$ cat config.mk
export PLATFORM = sky130hd
export DESIGN_NAME = fetch_unit
export DESIGN_NICKNAME = d
export VERILOG_FILES = /design/src/rtl/fetch_unit.sv
export SDC_FILE = /design/constraint.sdc
export NUM_CORES = 1
export LEC_CHECK = 0
export BUFFER_PORTS_ARGS = -buffer_cell sky130_fd_sc_hd__buf_2
export CORE_ASPECT_RATIO = 1.2
export CORE_MARGIN = 1
export CORE_UTILIZATION = 37
export DETAILED_ROUTE_END_ITERATION = 6
export PLACE_DENSITY_LB_ADDON = 0.25
export SLEW_MARGIN = 10
export SYNTH_ARGS = -nofsm -noshare
export SYNTH_HDL_FRONTEND = slang
export SYNTH_SLANG_ARGS = --single-unit
export TNS_END_PERCENT = 10
$ cat constraint.sdc
create_clock -name clk -period 2.4 [get_ports clk]
set_input_delay 0.24 -clock clk [delete_from_list [all_inputs] [get_ports clk]]
set_output_delay 0.24 -clock clk [all_outputs]
set_load 0.05 [all_outputs]
$ cat src/rtl/fetch_unit.sv
// Instruction fetch stage: owns the PC, fetches one word into the IR and holds it until exec_done.
// Minimum 2 cycles per instruction (FETCH + EXEC); memory stalls hold FETCH indefinitely.
module fetch_unit #(
  parameter int              WIDTH    = 16,
  parameter int              OP_BITS  = 4,
  parameter logic [WIDTH-1:0] RESET_PC = '0
) (
  input  logic               clk,
  input  logic               reset,
  input  logic [WIDTH-1:0]   mem_rdata,
  input  logic               mem_ready,
  output logic               mem_req,
  output logic [WIDTH-1:0]   mem_addr,
  input  logic [1:0]         pc_src,
  input  logic [WIDTH-1:0]   jump_target,
  input  logic               branch_taken,
  input  logic               exec_done,
  output logic               instr_valid,
  output logic [OP_BITS-1:0] op_code,
  output logic [OP_BITS-1:0] rdest,
  output logic [OP_BITS-1:0] ext_op_code,
  output logic [OP_BITS-1:0] rsrc,
  output logic [7:0]         imm,
  output logic [WIDTH-1:0]   pc_out,
  output logic [WIDTH-1:0]   pc_plus1
);

  localparam logic [1:0] S_WAIT  = 2'd0;
  localparam logic [1:0] S_FETCH = 2'd1;
  localparam logic [1:0] S_EXEC  = 2'd2;

  logic [1:0]       state;
  logic [WIDTH-1:0] pc;
  logic [WIDTH-1:0] ir;
  logic [WIDTH-1:0] disp;
  logic [WIDTH-1:0] next_pc;

  assign disp     = {{(WIDTH-8){ir[7]}}, ir[7:0]};
  assign pc_plus1 = pc + {{(WIDTH-1){1'b0}}, 1'b1};

  always_comb begin
    next_pc = pc_plus1;
    case (pc_src)
      2'b01:   next_pc = jump_target;
      2'b11:   if (branch_taken) next_pc = pc + disp;
      default: next_pc = pc_plus1;
    endcase
  end

  // mem_req and instr_valid are registers so reset clears them with no logic in the path
  always_ff @(posedge clk or posedge reset) begin
    if (reset) begin
      state       <= S_WAIT;
      pc          <= RESET_PC;
      ir          <= '0;
      mem_req     <= 1'b0;
      instr_valid <= 1'b0;
    end else begin
      case (state)
        S_WAIT: begin
          state   <= S_FETCH;
          mem_req <= 1'b1;
        end
        S_FETCH: begin
          if (mem_ready) begin
            ir          <= mem_rdata;
            state       <= S_EXEC;
            mem_req     <= 1'b0;
            instr_valid <= 1'b1;
          end
        end
        S_EXEC: begin
          if (exec_done) begin
            pc          <= next_pc;
            state       <= S_FETCH;
            mem_req     <= 1'b1;
            instr_valid <= 1'b0;
          end
        end
        default: begin
          state       <= S_WAIT;
          mem_req     <= 1'b0;
          instr_valid <= 1'b0;
        end
      endcase
    end
  end

  assign mem_addr    = pc;
  assign pc_out      = pc;
  assign op_code     = ir[4*OP_BITS-1 -: OP_BITS];
  assign rdest       = ir[3*OP_BITS-1 -: OP_BITS];
  assign ext_op_code = ir[2*OP_BITS-1 -: OP_BITS];
  assign rsrc        = ir[OP_BITS-1:0];
  assign imm         = ir[7:0];

endmodule

==> results of run 1 <==
placed cells by master, fill, tap and decap left out, drive strengths merged, types with 5 or more instances in the layout:
cell type    n
ha          16
o22ai        5
nor2        16
xnor2       12
clkbuf       6
and3         7
nand4        5
buf        144
a21o         8
xor2        10
nand2       23
dfrtp       35
inv         13
o21ai       27
nand2b       5
nand3       15
nor3         5
mux2        16
a21oi       13
flip-flops by register name, indices dropped and copies added (netlist names):
| name | count |
|---|---|
| instr_valid | 1 |
| mem_addr | 16 |
| ir | 16 |
| state | 2 |
synth_stat cells (2+ instances only):
| library cell | instances |
|---|---|
| a211o_1 | 2 |
| a21boi_0 | 3 |
| a21o_1 | 7 |
| a21oi_1 | 13 |
| a221oi_1 | 2 |
| a222oi_1 | 2 |
| a22o_1 | 3 |
| a22oi_1 | 3 |
| a31oi_1 | 4 |
| and2_1 | 3 |
| and3_1 | 5 |
| and3_4 | 2 |
| buf_4 | 24 |
| clkbuf_1 | 9 |
| dfrtp_1 | 35 |
| ha_1 | 16 |
| inv_1 | 12 |
| mux2_2 | 16 |
| mux2i_1 | 3 |
| nand2_1 | 21 |
| nand2_2 | 2 |
| nand2b_1 | 5 |
| nand3_1 | 15 |
| nand3b_1 | 3 |
| nand4_1 | 5 |
| nor2_1 | 16 |
| nor2b_1 | 2 |
| nor3_1 | 3 |
| nor3_2 | 2 |
| nor4_1 | 3 |
| o211a_1 | 2 |
| o211ai_1 | 2 |
| o21a_1 | 4 |
| o21ai_0 | 27 |
| o221ai_1 | 2 |
| o22ai_1 | 5 |
| or3_1 | 2 |
| xnor2_1 | 12 |
| xor2_1 | 10 |
critical path, cell delays in order, from the launching register on:
cell and delay [ps]:
dfrtp_2 530, ha_1 360, and3_4 210, nand2_2 60, or4b_4 490, and3_4 190
or3_1 360, nand4_1 90
how the worst max path moves through the flow:
stage	to	slack [ps]	cells past startpoint
final	mem_addr[15]	50	7
after global routing	mem_addr[15]	-20	7
after CTS	mem_addr[7]	50	7
after detailed placement	mem_addr[15]	9	7
after global placement	mem_addr[15]	70	7
after floorplan	pc_plus1[12]	-290	5
repair_timing:
action,4_1_cts,5_1_grt
hold endpoints to repair,0,0
gates cloned,0,0
setup endpoints to repair,1,6
resized for setup,1,6
cell families after synthesis:
logic type / after synthesis
adders and majority gates: 17
muxes: 19
and+or+nand+nor: 93
AOI/OAI and AO/OA: 92
xor gates and xnor gates: 22
buffers and inverters: 46
DFF: 35
per-layer routing:
metal  vias up  wire length, µm
li1       1403                -
met1      1364             3910
met2       107             4100
met4         0               76
met5         -                0
met3        10              535
metrics by stage:
stage          TNS [ps]  worst slack (ps)  utilization
3_3_place_gp          0              72.1        0.486
4_1_cts               0              54.3        0.502
3_5_place_dp          0              8.63        0.486
2_1_floorplan     -1340              -286            -
5_1_grt           -22.6             -22.6        0.506
6_report              0              46.5        0.506
area by class of cell:
class / instances / area (µm²)
repair buffers: 145 / 811
clock buffers: 5 / 68.8
inverters: 12 / 45.0
clock inverters: 3 / 46.3
well taps: 90 / 113
multi-input cells: 243 / 1790
fillers: 754 / 3650
flip-flops and latches: 35 / 877
==> impl_metrics.py, run 1 <==
metrics = {
    "run_status": {
        "status": "finished, final reports clean",
    },
    "logic_synthesis": {
        "syn-num-nets": 380,
        "netlist_area_um2": 2890,
        "synthAdderAreaFrac": 0.0763,
        "synth_top_family_by_area": "compound AO/OA/AOI/OAI gates",
        "yosysTopAreaCell": "dfrtp_1",
        "synth-edff-count": 0,
        "synthMuxAreaShare": 0.0728,
        "syn-mean-instance-area_um2": 8.91,
        "synth_ff_type": "dfrtp_1",
        "syn_inst": 324,
        "synth_seq_area_share": 0.303,
        "synth_area_leaders": "dfrtp_1 (30%), ha_1 (6.9%), buf_4 (6.2%)",
        "async_flop_share": 1.00,
        "synth-seq-cells": 35,
        "yosys.area_share.simple": 0.173,
        "synth_top_area_frac": 0.303,
        "yosys_warnings": 0,
        "synth-compound-area-share": 0.214,
        "ys_types": 56,
        "synth_xor_area_frac": 0.0668,
    },
    "global_route": {
        "use_met2": 0.346,
        "grt-ovfl-total": 0,
        "grt_antenna_before_repair": 0,
        "grt_pass1_vias": 2717,
        "grt.busiest_layer": "met2",
        "grt_usage": 0.210,
        "grt_max_degree": 36,
        "use_met3": 0.0333,
        "grt_pass1_wl_mm": 13.1,
        "use_met1": 0.287,
    },
    "cts": {
        "clkSlewWorstSetupHoldPaths_ps": 80,
        "cts.hold.buffers_added": 0,
        "post_cts_buffers": 0,
        "cts_tree": "done",
        "clk_latency_ps": 300,
        "cts_root_buf": "clkbuf_8",
        "ctsLongestPathBuffers": 2,
        "numCtsBuffers": 5,
        "htreeDepth": 2,
        "cts_sinks": 35,
    },
    "sta": {
        "hold_violations": 0,
        "timing.hold.ws_ps": 36.9,
        "skew_ps": 5.35,
        "setup_violations": 0,
        "rsz0062_at_grt": "true",
        "tightest_slew_ps": 507,
        "fmax_mhz": 425,
        "period_share": 0.981,
        "final_max_slew_viol_count": 0,
        "fin_crit_ps": 2350,
        "max_slew_margin": 0.662,
    },
    "routing": {
        "vias": 2884,
        "dr.pass1.iters": 4,
        "drc_errors": 0,
        "wire_per_inst_um": 16.2,
        "viasPerCell": 5.41,
        "wl_mm": 8.62,
        "ant_nets": 0,
        "drt_iter0_drc": 151,
    },
    "finish": {
        "nets": 498,
        "drive_above_1_share": 0.422,
        "n_antenna_cell": 0,
        "fin_cells": 533,
        "synthToLayoutAreaGrowth_pct": 29.8,
        "postLayoutCellArea_um2": 3750,
    },
    "setup_path": {
        "r2r_cells": 7,
        "start_kind": "register",
        "regToRegStartpoint": "ir[7]",
        "cp.required_ps": 2630,
        "critPathLaunch": "ir[7]",
        "rrSetupSlack_ps": 50,
        "worst_setup_path_end_kind": "register",
        "r2r-end": "mem_addr[15]",
        "critPathArrivalTime_ps": 2580,
        "crit_path_max_fanout": 12,
        "critPathKind": "reg2reg",
    },
    "die": {
        "die_area_um2": 8160,
        "row_count": 34,
        "ios": 113,
        "die_h_um": 98.8,
        "die_w_um": 82.6,
        "core_area_um2": 7400,
        "initial_utilization": 0.390,
    },
    "placement": {
        "dp_hpwl_mm": 6.57,
        "gp_congestion": 0.837,
        "place_area_um2": 3600,
        "portBuffers": 112,
        "dp_cells": 525,
    },
    "job": {
        "maxCapViolCount": 0,
    },
    "min_path": {
        "hp-class": "in2async",
    },
}
Power of run 1 is not shown: default switching activity piles up to over one toggle a cycle in this logic, so the estimate is an artifact.
==> run 2, diff against run 1 <==
==> constraint.sdc (replaced) <==
create_clock -name clk -period 2.4 [get_ports clk]
set_input_delay 0.24 -clock clk [delete_from_list [all_inputs] [get_ports clk]]
set_output_delay 0.24 -clock clk [all_outputs]
set_load 0.1 [all_outputs]
==> run 2 against run 1 <==
  * Utilization up 3.1 points
  * Non-clock buffer count shrank 4
  * Sequential share of layout area fell by 0.83 points
  * Register-to-register slack about the same
  * Critical path type is now reg2out
  * Highest routed layer unchanged
==> impl_metrics.py, run 2 (same netlist as run 1, synthesis figures left out) <==
metrics = {
    "routing": {
        "wire_per_inst_um": 16.1,
        "drc_errors": 0,
        "drt_iter0_drc": 153,
        "dr_wl_met2_mm": 4.15,
        "viasPerCell": 5.41,
        "top_layer_used": "met4",
        "vias": 2863,
        "wl_met3_um": 443,
        "dr.pass1.iters": 4,
        "ant_nets": 0,
        "wl_mm": 8.53,
        "wl_met1_mm": 3.86,
    },
    "finish": {
        "synthToLayoutAreaGrowth_pct": 37.8,
        "drive_above_1_share": 0.481,
        "fillers": 709,
        "n_antenna_cell": 0,
        "nets": 494,
        "layout_common_cells": "buf_2 (104), buf_4 (29), o21ai_0 (26), nand2_1 (21), dfrtp_1 (21)",
        "mostFrequentLayoutCell": "buf_2",
    },
    "setup_path": {
        "crit_path_max_fanout": 6,
        "worst_setup_path_end_kind": "output port",
        "slowest_delay_ps": 410,
        "critical_path.slowest_cell": "dfrtp_4",
        "cp.required_ps": 2160,
        "critPathKind": "reg2out",
        "start_kind": "register",
        "worstPathCellList": "buf_4 -> nand4_1 -> nor4_2 -> buf_4 -> xor2_4 -> buf_12",
        "critPathArrivalTime_ps": 2130,
        "crit_path_frequent_cell": "buf_4",
        "crit_buf_inv": 3,
        "cp_top_family": "simple AND/OR/NAND/NOR gates",
    },
    "cts": {
        "clkSlewWorstSetupHoldPaths_ps": 80,
        "clk_latency_ps": 300,
        "cts_sinks": 35,
        "post_cts_buffers": 0,
        "cts_tree": "done",
        "numCtsBuffers": 5,
        "htreeDepth": 2,
        "cts.hold.buffers_added": 0,
        "ctsLongestPathBuffers": 2,
        "cts_root_buf": "clkbuf_8",
    },
    "global_route": {
        "grt_usage": 0.219,
        "grt-ovfl-total": 0,
        "grt_max_degree": 36,
        "grt_antenna_before_repair": 0,
        "grt_pass1_wl_mm": 13.6,
        "grt_pass1_vias": 2692,
    },
    "placement": {
        "portBuffers": 112,
        "gp_congestion": 0.862,
        "dp_hpwl_mm": 6.66,
        "dpl_worst_slack_ps": 37.1,
    },
    "sta": {
        "setup_violations": 0,
        "period_share": 0.987,
        "rsz0062_at_grt": "true",
        "fmax_mhz": 422,
        "skew_ps": 15.4,
        "timing.hold.ws_ps": 29.7,
        "tightest_slew_ps": 533,
        "final_max_slew_viol_count": 0,
        "fin_ws_ps": 30.5,
        "fin_crit_ps": 2370,
        "hold_violations": 0,
        "max_slew_margin": 0.645,
    },
    "die": {
        "die_area_um2": 8160,
        "row_count": 34,
        "die_w_um": 82.6,
        "die_h_um": 98.8,
        "initial_utilization": 0.390,
        "ios": 113,
        "core_area_um2": 7400,
    },
    "job": {
        "maxCapViolCount": 0,
    },
    "run_status": {
        "status": "finished, final reports clean",
    },
    "min_path": {
        "hp-class": "in2async",
    },
}
## run 2: area by class of cell
cell class	instances	area [µm²]	share of cell area
clock buffer	5	68.8	0.0173
clock inverter	3	43.8	0.0110
timing repair buffer	141	886	0.223
multi-input combinational	243	1920	0.484
inverter	12	45.0	0.0113
sequential	35	898	0.226
tap	90	113	0.0283
## run 2: final timing paths
kind                               start            to  slack [ps]  cells past startpoint
hold reg to reg                   ir[11]        ir[11]         510                      1
setup reg to reg             mem_addr[1]  mem_addr[15]          60                      7
max in group asynchronous          reset   mem_addr[9]        2010                      3
hold / removal                     reset        ir[14]          30                      3
setup / recovery             mem_addr[0]  pc_plus1[11]          30                      6
min in group clk           mem_rdata[14]        ir[14]         170                      2
## run 2: timing repair
item / in CTS / in global routing
hold endpoints to repair: 0 / 0
gates resized for setup: 1 / 9
pin swaps: 0 / 1
endpoints found under the setup margin: 2 / 10
## run 2: worst reg2reg max path, stage by stage, from the launching register on
cell	delay, ps
dfrtp_4	530
ha_1	320
a211o_1	170
a21oi_2	80
or4b_4	510
and3_4	190
or3_1	370
nand4_1	90
## run 2: layer usage
metal  up-vias  GRT usage
met4         0     0.0557
met5         -          0
li1       1398          -
met2        91      0.355
met1      1367      0.305
met3         7     0.0278
## run 2: through the flow
step           instances  instance area (µm²)  TNS, ps   util
2_1_floorplan        324                 3060    -4610      -
3_3_place_gp         521                 3830        0  0.517
3_5_place_dp         521                 3830        0  0.517
4_1_cts              529                 3950        0  0.533
5_1_grt              529                 3980     -133  0.538
6_report             529                 3980        0  0.538
Power of run 2 is left out for the same reason.
